**config.mk**
```make
export PLATFORM = sky130hd
export DESIGN_NAME = noise_lfsr_gen
export DESIGN_NICKNAME = d
export VERILOG_FILES = /design/src/rtl/noise_pkg.sv /design/src/rtl/noise_lfsr.sv /design/src/rtl/noise_lfsr_gen.sv
export SDC_FILE = /design/constraint.sdc
export NUM_CORES = 1
export LEC_CHECK = 0
export BUFFER_PORTS_ARGS = -buffer_cell sky130_fd_sc_hd__buf_2
export CELL_PAD_IN_SITES_DETAIL_PLACEMENT = 2
export CELL_PAD_IN_SITES_GLOBAL_PLACEMENT = 2
export CORE_ASPECT_RATIO = 1.75
export CORE_MARGIN = 3
export CORE_UTILIZATION = 29
export DETAILED_ROUTE_END_ITERATION = 8
export GPL_TIMING_DRIVEN = 1
export PLACE_DENSITY = 0.84
export SYNTH_ARGS = -nofsm -noshare
export SYNTH_HDL_FRONTEND = slang
export SYNTH_SLANG_ARGS = --single-unit
```
**constraint.sdc**
```tcl
create_clock -name clk -period 1.5 [get_ports clk]
set_input_delay 0.075 -clock clk [delete_from_list [all_inputs] [get_ports clk]]
set_output_delay 0.075 -clock clk [all_outputs]
set_load 0.03 [all_outputs]
```
**src/rtl/noise_pkg.sv**
```systemverilog
// Shared constants for the PSG noise channel: LFSR geometry, reload seed,
// latch-byte codes and control-field positions.
package noise_pkg;

    localparam int          NOISE_LFSR_W = 15;
    localparam logic [14:0] NOISE_SEED   = 15'h4000;

    typedef enum logic [3:0] {
        NOISE_CTRL  = 4'b1110,
        NOISE_ATTEN = 4'b1111
    } latch_code_e;

    localparam int FB_POS = 2;
    localparam int NF_HI  = 1;
    localparam int NF_LO  = 0;

endpackage

```
**src/rtl/noise_lfsr.sv**
```systemverilog
// Noise shift register: reload on load, otherwise advance on shift using
// white (tap 0^1) or periodic (pure rotation) feedback.
module noise_lfsr
    import noise_pkg::*;
#(
    parameter int                LFSR_W = NOISE_LFSR_W,
    parameter logic [LFSR_W-1:0] SEED   = NOISE_SEED
) (
    input  logic clk,
    input  logic reset,
    input  logic load,
    input  logic shift,
    input  logic fb_mode,
    output logic noise_out
);

    logic [LFSR_W-1:0] lfsr_q;

    function automatic logic feedback_bit(input logic [LFSR_W-1:0] s, input logic white);
        return white ? (s[0] ^ s[1]) : s[0];
    endfunction

    // A reload always beats a coincident shift; the edge is simply dropped.
    always_ff @(posedge clk) begin
        if (reset) begin
            lfsr_q <= SEED;
        end else if (load) begin
            lfsr_q <= SEED;
        end else if (shift) begin
            lfsr_q <= {feedback_bit(lfsr_q, fb_mode), lfsr_q[LFSR_W-1:1]};
        end
    end

    assign noise_out = lfsr_q[0];

endmodule

```
**src/rtl/noise_lfsr_gen.sv**
```systemverilog
// SN76489-style noise channel: decodes noise latch bytes, drives selecta and
// steps the LFSR on noise_clk rising edges. NOISE_ATTEN_EN adds noise_level.
module noise_lfsr_gen
    import noise_pkg::*;
#(
    parameter int                LFSR_W = NOISE_LFSR_W,
    parameter logic [LFSR_W-1:0] SEED   = NOISE_SEED
) (
    input  logic       clk,
    input  logic       reset,
    input  logic       wr_en,
    input  logic [7:0] wr_data,
    input  logic       noise_clk,
    output logic [2:0] selecta,
`ifdef NOISE_ATTEN_EN
    output logic [3:0] noise_level,
`endif
    output logic       noise_out
);

    logic       nclk_q;
    logic       rise;
    logic       ctrl_wr;
    logic [2:0] selecta_q;

    assign ctrl_wr = wr_en && (wr_data[7:4] == NOISE_CTRL);
    assign rise    = noise_clk & ~nclk_q;

    // nclk_q tracks noise_clk even during a write so the edge is consumed.
    always_ff @(posedge clk) begin
        if (reset) begin
            nclk_q    <= 1'b0;
            selecta_q <= 3'b000;
        end else begin
            nclk_q <= noise_clk;
            if (ctrl_wr) begin
                selecta_q <= wr_data[2:0];
            end
        end
    end

    assign selecta = selecta_q;

    noise_lfsr #(
        .LFSR_W (LFSR_W),
        .SEED   (SEED)
    ) u_lfsr (
        .clk       (clk),
        .reset     (reset),
        .load      (ctrl_wr),
        .shift     (rise),
        .fb_mode   (selecta_q[FB_POS]),
        .noise_out (noise_out)
    );

`ifdef NOISE_ATTEN_EN
    logic       atten_wr;
    logic [3:0] atten_q;
    logic [3:0] level_q;

    assign atten_wr = wr_en && (wr_data[7:4] == NOISE_ATTEN);

    // Attenuation F is silence, so the amplitude is the inverted attenuation.
    always_ff @(posedge clk) begin
        if (reset) begin
            atten_q <= 4'hF;
            level_q <= 4'h0;
        end else begin
            if (atten_wr) begin
                atten_q <= wr_data[3:0];
            end
            level_q <= noise_out ? ~atten_q : 4'h0;
        end
    end

    assign noise_level = level_q;
`else
    logic unused_wr_bit;
    assign unused_wr_bit = wr_data[3];
`endif

endmodule

```
After elaboration in Yosys (flattened, before gate mapping)
Cells that the tools add are included.

Flip-flop bits (word level): 19. Output and inout port bits: 4. Logic and storage cells: 10.

Reductions and logical operators: 2. Muxes and demuxes: 1. Eq/ne operators: 1. Bitwise gates (word level): 3.

Operators by type and width (number): equality test 4 bit, second input constant (1); OR reduction 2 bit (1); bitwise AND 1 bit (1); logical AND 1 bit (1); 2-to-1 mux 1 bit (1); NOT 1 bit (1); bitwise XOR 1 bit (1).

Depth between registers and ports, before layout
Gate-level depths: netlist of the first run.

Depth in word-level cells: 3. Gate-level depth with buffers: 5. Gate-level depth less buffers: 3.

Hierarchy
Synthesis of the first run repeated with hierarchy kept, for this count alone.

Cell total of the unflattened synthesis: 71. Area, all modules: 770.7 µm².

By module, submodules not included: noise_lfsr (times used 1, seq. area each 300.3 µm², area an instance 586.8 µm², cells an instance 54); noise_lfsr_gen (times used 1, seq. area each 80.1 µm², area an instance 183.9 µm², cells an instance 17).

Least setup slack after synthesis of the first run
OpenSTA, ideal clock, no wires.

Kind: reg2reg. From: reg u_lfsr.lfsr_q[0]. To: reg u_lfsr.lfsr_q[14]. Arrival time: 1108 ps. Cell stages (with the launch flop): 4. Library setup time: 124 ps. Path buffers: 0. Slack: 268 ps. Cells stage by stage: dfxtp_1 and3_1 nor3_1 a2111o_1.

Longest elaborated chain between the ends: 2.

RTL lines: start, declared (line noise_lfsr.sv:17) `logic [LFSR_W-1:0] lfsr_q;`; start signal, assigned (line noise_lfsr.sv:30) `lfsr_q <= {feedback_bit(lfsr_q, fb_mode), lfsr_q[LFSR_W-1:1]};`; bitwise XOR 1 bit (line noise_lfsr.sv:20) `return white ? (s[0] ^ s[1]) : s[0];`; 2-to-1 mux 1 bit * (line noise_lfsr.sv:20).

Every way passes the cells marked *; elsewhere a longest branch is shown, timed or not. A chain may end at the register's enable or synchronous reset.

Worst setup path in the final report of the first run
From: reg nclk_q. To: reg u_lfsr.lfsr_q[14].

Longest elaborated chain between the ends: 2.

RTL lines: start, declared (line noise_lfsr_gen.sv:21) `logic nclk_q;`; start signal, assigned (line noise_lfsr_gen.sv:35) `nclk_q <= noise_clk;`; NOT 1 bit (line noise_lfsr_gen.sv:27) `assign rise = noise_clk & ~nclk_q;`; bitwise AND 1 bit (line noise_lfsr_gen.sv:27).

Every way passes these cells.

==> results of run 1 <==
[routing by layer]
layer	vias up	global-route usage	wire length, um
met5	-	0	0
met4	0	0.06040	36
met3	4	0.02716	60
met2	15	0.2159	883
met1	301	0.1130	659
li1	308	-	-
[report_power, final]
part           total (mW)  internal, mW  switching [mW]
sequential          0.517         0.513         0.00412
clock               0.347         0.188           0.159
combinational      0.0652        0.0270          0.0382
total               0.929         0.728           0.201
[cells by family after synthesis]
logic type	after synthesis	share of synthesized area
compound gates	17	0.1326
buf+inv	5	0.04931
flops	19	0.5170
mux	3	0.04082
simple gates	42	0.2602
[Yosys cell counts]
master    instances  area share
dfxtp_1          19        0.52
buf_2             2       0.014
and3_1            1      0.0085
nand3_1           1      0.0068
a2111o_1          1       0.015
o21bai_2          1       0.015
buf_4             2       0.020
and2b_1           1       0.010
nor2_2            1      0.0085
nor3_1            1      0.0068
a21oi_1          15        0.10
nor2b_1           1      0.0085
nand2_1          28        0.14
mux2i_1           3       0.041
buf_6             1       0.015
nand2b_1          8       0.068
[area by class of cell]
class,count,area share
multi-input cells,62,0.3706
flip-flops and latches,19,0.4419
well taps,25,0.03634
clock buffers,4,0.05233
repair buffers,16,0.09884
[through the flow]
step	area, sq um	power, mW
4_1_cts	860.8	0.9422
2_1_floorplan	735.7	0.5713
5_1_grt	860.8	0.9699
3_3_place_gp	815.8	0.5917
6_report	860.8	0.9291
3_5_place_dp	815.8	0.5956
[sequential cells by signal, summed over array words and instances (netlist names)]
name,count
nclk_q,1
selecta,3
u_lfsr.lfsr_q,15
[worst max-delay path, delay by kind of cell, from the launching register on]
family | cells | cell delay [ps]
AO/OA/AOI/OAI | 1 | 380
flip-flops | 1 | 330
AND/OR/NAND/NOR | 2 | 380
[worst max path at each step]
stage	slack, ps	endpoint	cells past startpoint	start
floorplan	270	u_lfsr.lfsr_q[14]$_SDFFE_PP1P_	3	u_lfsr.lfsr_q[0]$_SDFFE_PP0P_
global placement	350	u_lfsr.lfsr_q[14]$_SDFFE_PP1P_	3	nclk_q$_SDFF_PP0_
detailed placement	310	u_lfsr.lfsr_q[14]$_SDFFE_PP1P_	3	nclk_q$_SDFF_PP0_
CTS	300	u_lfsr.lfsr_q[14]$_SDFFE_PP1P_	3	nclk_q$_SDFF_PP0_
global route	230	u_lfsr.lfsr_q[6]$_SDFFE_PP0P_	3	nclk_q$_SDFF_PP0_
finish	300	u_lfsr.lfsr_q[14]$_SDFFE_PP1P_	3	nclk_q$_SDFF_PP0_
==> flow_summary.json, run 1 <==
{
  "core_area_sq_um": 2360,
  "synth_area_sq_um": 735.7,
  "root_buffer": "clkbuf_8",
  "area_growth_pct": 17.01,
  "max-clock-path-buffers": 2,
  "finalCriticalPeriod_ps": 1196,
  "report.final.slew_viol_count": 0,
  "fin_util": 0.3648,
  "cts_setup_buffers": 0,
  "row_count": 23,
  "finClkSkew_ps": 2.041,
  "die_x_um": 44.08,
  "slowest_stage": "a2111o_1",
  "hold_end": "selecta[2]$_SDFFE_PP0P_",
  "ctsHoldBuffers": 0,
  "ys_ff_latch": 19,
  "die_h_um": 72.63,
  "globalplace.congestion": 0.6679,
  "holdWs_ps": 80.24,
  "min_from": "wr_data[2]",
  "port_buffers": 14,
  "numCtsBuffers": 3,
  "critPathMaxStageDelay_ps": 380,
  "start_util": 0.3118,
  "crit_type": "flip-flop to flip-flop",
  "pre_cts_ws_ps": 305.5,
  "dieArea_sq_um": 3201,
  "hold_violations": 0,
  "yosysSeqAreaShare": 0.5170,
  "fin_crit_sh": 0.7976,
  "cts.sinks": 19,
  "status": "completed",
  "grt_overflow": 0,
  "fillers": 283,
  "tritoncts": "built",
  "leakage_nw": 0.3231,
  "r2r_end": "u_lfsr.lfsr_q[14]$_SDFFE_PP1P_",
  "worst_slack_ps": 303.6,
  "cp.arrival_ps": 1340,
  "required_ps": 1640,
  "min_path_type": "input port to flip-flop",
  "final_cell_mix": "28 x nand2_1, 19 x dfxtp_1, 15 x a21oi_1",
  "synthCells": 86,
  "syn_area_per_cell_sq_um": 8.555,
  "ir_worst_vdd_uv": 528.2,
  "clk_pin_slew_worst_paths_ps": 70,
  "diodes": 0,
  "grt_setup_unrepaired": "no",
  "clk_latency_ps": 250,
  "hold_depth": 3,
  "path_cells": "nand2b_1 -> nor3_1 -> a2111o_1",
  "critPathCaptureType": "flip-flop",
  "htree_levels": 1,
  "final_common_cell": "nand2_1",
  "p_per_area_nw_per_um2": 1079,
  "rrSetupSlack_ps": 300,
  "nets": 114,
  "ios": 16,
  "first_global_vias": 671,
  "multi_input_area_sq_um": 319.1,
  "synthDistinctLibCells": 16,
  "cp_max_fo": 7,
  "post_drt_via_cell_ratio": 4.984,
  "slew_headroom": 0.6904,
  "vias": 628,
  "r2r-start": "nclk_q$_SDFF_PP0_",
  "seq_area_sq_um": 380.4,
  "cts_resized": 0,
  "start_kind": "flip-flop",
  "setup_viol": 0,
  "drc_errors": 0,
  "antenna_found_initial": 0,
  "routedWlPerCell_um": 13.02,
  "tightest_slew_ps": 464.4,
  "drt-total-wl_um": 1640,
  "fmax_ghz": 0.8358,
  "numPlacedInstances": 122,
  "yosys_warnings": 0,
  "final_cells": 126,
  "grt_pass1_wl_um": 2829,
  "grt_usage": 0.1163,
  "finalSetupTns_ps": 0,
  "firstDrtPassIters": 4,
  "hpwl_um": 1276,
  "antenna_left": 0,
  "drt_iter0_markers": 14,
  "syn_nets": 98,
  "final_layout_size_suffix_gt1_frac": 0.2079,
  "max_cap_violations": 0,
  "rr_worst_depth": 3,
  "grt_max_degree": 15
}
Power figures use the tool's default switching activity.
==> inputs of run 2 (changes only) <==
Settings changed: ABC_AREA set to 1, CORE_UTILIZATION 29 to 25, PLACE_DENSITY 0.84 to 0.83.
Clock period 1.5 ns to 1.1 ns, I/O delays scaled along.
==> run 2 against run 1 <==
Highest routed layer unchanged. Via count grew 28%. Area after synthesis up 13%. Sequential share of layout area shrank 6.9 points. Count of clock-buffer cells in the layout is 1 lower.
==> flow_summary.json, run 2 <==
{
  "synth-main-ff-cell": "dfxtp_1",
  "largest_reg_flops": 15,
  "core_area_sq_um": 3176,
  "cts.sinks": 19,
  "synth_area_sq_um": 833.3,
  "root_buffer": "clkbuf_8",
  "final_common_cell": "nand2_1",
  "internal_power_mw": 1.000,
  "fillers": 418,
  "setup_viol": 0,
  "slowest_stage": "dlygate4sd3_1",
  "fin_area_sq_um": 1021,
  "synthCells": 127,
  "critPathCaptureType": "flip-flop",
  "clk_pin_slew_worst_paths_ps": 80,
  "ios": 16,
  "yosysSeqAreaShare": 0.4565,
  "cp.arrival_ps": 1170,
  "path_cells": "dlygate4sd3_1 -> buf_2 -> inv_1 -> nand2_4 -> nor2_1",
  "slew_headroom": 0.8529,
  "post_drt_via_cell_ratio": 4.310,
  "start_util": 0.2624,
  "synthDistinctLibCells": 11,
  "antenna_left": 0,
  "max_cap_violations": 0,
  "critPathMaxStageDelay_ps": 530,
  "synth_most_common_cell": "nand2_1",
  "syn_area_per_cell_sq_um": 6.561,
  "fin_crit_sh": 0.8896,
  "syn_nets": 139,
  "max-clock-path-buffers": 2,
  "dieArea_sq_um": 4089,
  "synth_xor_area_frac": 0,
  "synthArstFlopShare": 0,
  "ys_ff_latch": 19,
  "htree_levels": 1,
  "first_global_vias": 851,
  "p_per_area_nw_per_um2": 1296,
  "pre_cts_ws_ps": 37.71,
  "diodes": 0,
  "start_kind": "input port",
  "status": "completed",
  "vias": 806,
  "grt_overflow": 0,
  "antenna_found_initial": 0,
  "cp_max_fo": 14,
  "synth_compound_area_frac": 0.01802,
  "routedWlPerCell_um": 11.47,
  "seq_area_sq_um": 380.4,
  "port_buffers": 14,
  "cp_top_family": "buffers and inverters",
  "synth.area.mux_share": 0,
  "yosys_warnings": 0,
  "ir_worst_vdd_uv": 506.0,
  "worst_slack_ps": 121.4,
  "p_total_mw": 1.323,
  "drt_iter0_markers": 8,
  "grt_usage": 0.1120,
  "tightest_slew_ps": 220.4,
  "synth-edff-count": 0,
  "clk_latency_ps": 260,
  "grt_setup_unrepaired": "no",
  "synthAdderAreaFrac": 0,
  "yosysTopAreaCell": "dfxtp_1",
  "netSwitchingPower_mw": 0.3228,
  "area_growth_pct": 22.52,
  "crit_type": "input port to flip-flop",
  "die_x_um": 49.64,
  "final_cell_mix": "51 x nand2_1, 21 x inv_1, 19 x dfxtp_1",
  "synth-simple-area-share": 0.3904,
  "die_h_um": 82.38,
  "leakage_nw": 0.5052,
  "final_cells": 187,
  "grt_pass1_wl_um": 3532,
  "report.final.slew_viol_count": 0,
  "synth_top_family_by_area": "simple AND/OR/NAND/NOR gates",
  "placed_area_sq_um": 934.6,
  "tritoncts": "built",
  "multi_input_area_sq_um": 350.3,
  "hold_violations": 0,
  "fmax_ghz": 1.022,
  "min_path_type": "input port to flip-flop",
  "synthTopCellsByArea": "dfxtp_1 46%, nand2_1 23%, inv_1 9.5%, nor2_1 8.1%, buf_4 3.6%",
  "fin_util": 0.3215,
  "synth_commonest_cells": "51 x nand2_1, 21 x inv_1, 19 x dfxtp_1",
  "finClkSkew_ps": 6.454,
  "numCtsBuffers": 3,
  "power_frac_seq": 0.535,
  "nets": 157,
  "firstDrtPassIters": 2,
  "grt_max_degree": 16,
  "numPlacedInstances": 181,
  "holdWs_ps": 76.62,
  "path_buf_inv": 3,
  "power.share.combinational": 0.096,
  "finalCriticalPeriod_ps": 978.6,
  "drc_errors": 0,
  "row_count": 27,
  "final_layout_size_suffix_gt1_frac": 0.1736,
  "globalplace.congestion": 0.6402,
  "drt-total-wl_um": 2144,
  "required_ps": 1290,
  "clockPowerShare": 0.369,
  "hpwl_um": 1629,
  "synth_top_cell_area_share": 0.4565,
  "finalSetupTns_ps": 0,
  "regMostFlops": "u_lfsr.lfsr_q",
  "p_sw_frac": 0.2440
}
==> run 2: final timing paths <==
kind | from | to | slack (ps) | depth (start not counted)
max | reset | u_lfsr.lfsr_q[2]$_SDFFE_PP0P_ | 120 | 5
min reg2reg | u_lfsr.lfsr_q[14]$_SDFFE_PP1P_ | u_lfsr.lfsr_q[14]$_SDFFE_PP1P_ | 510 | 2
min | noise_clk | nclk_q$_SDFF_PP0_ | 80 | 3
max reg2reg | nclk_q$_SDFF_PP0_ | u_lfsr.lfsr_q[8]$_SDFFE_PP0P_ | 120 | 6
==> run 2: cells by family after synthesis <==
logic type | after synthesis
AOI/OAI and AO/OA | 3
DFF | 19
buffers and inverters | 26
and+or+nand+nor | 79
==> run 2: power by group through the flow <==
| stage | Clock, mW | Combinational (mW) | Sequential [mW] |
|---|---|---|---|
| after global routing | 0.537 | 0.145 | 0.709 |
| after detailed placement | 0 | 0.113 | 0.724 |
| final | 0.488 | 0.127 | 0.707 |
| after floorplan | 0 | 0.0724 | 0.725 |
| after global placement | 0 | 0.104 | 0.722 |
| after CTS | 0.506 | 0.116 | 0.707 |
==> run 2: layout make-up <==
| type | instances | share of cell area |
|---|---|---|
| flip-flops and latches | 19 | 0.3725 |
| multi-input cells | 82 | 0.3431 |
| repair buffers | 17 | 0.1054 |
| inverters | 22 | 0.08088 |
| well taps | 43 | 0.05270 |
| clock buffers | 3 | 0.04044 |
| clock inverters | 1 | 0.004902 |
==> run 2: worst register-to-register path: stages (launching register included) <==
cell and delay (ps):
dfxtp_1 380, inv_1 90, nand2_4 160, nand2_1 80, nand2_1 80, inv_1 50
nor2_1 70
==> run 2: layer usage <==
layer	up-vias	wire (um)	track usage
met4	0	31	0.04986
met5	-	0	0
li1	401	-	-
met1	390	766	0.1035
met3	4	53	0.01795
met2	11	1291	0.2321
==> run 2: timing repair <==
| item | 4_1_cts | 5_1_grt |
|---|---|---|
| setup endpoints to repair | 0 | 14 |
| resized for setup | 0 | 2 |
| hold endpoints to repair | 1 | 0 |
| hold buffers | 1 | 0 |
| buffers inserted | 0 | 1 |
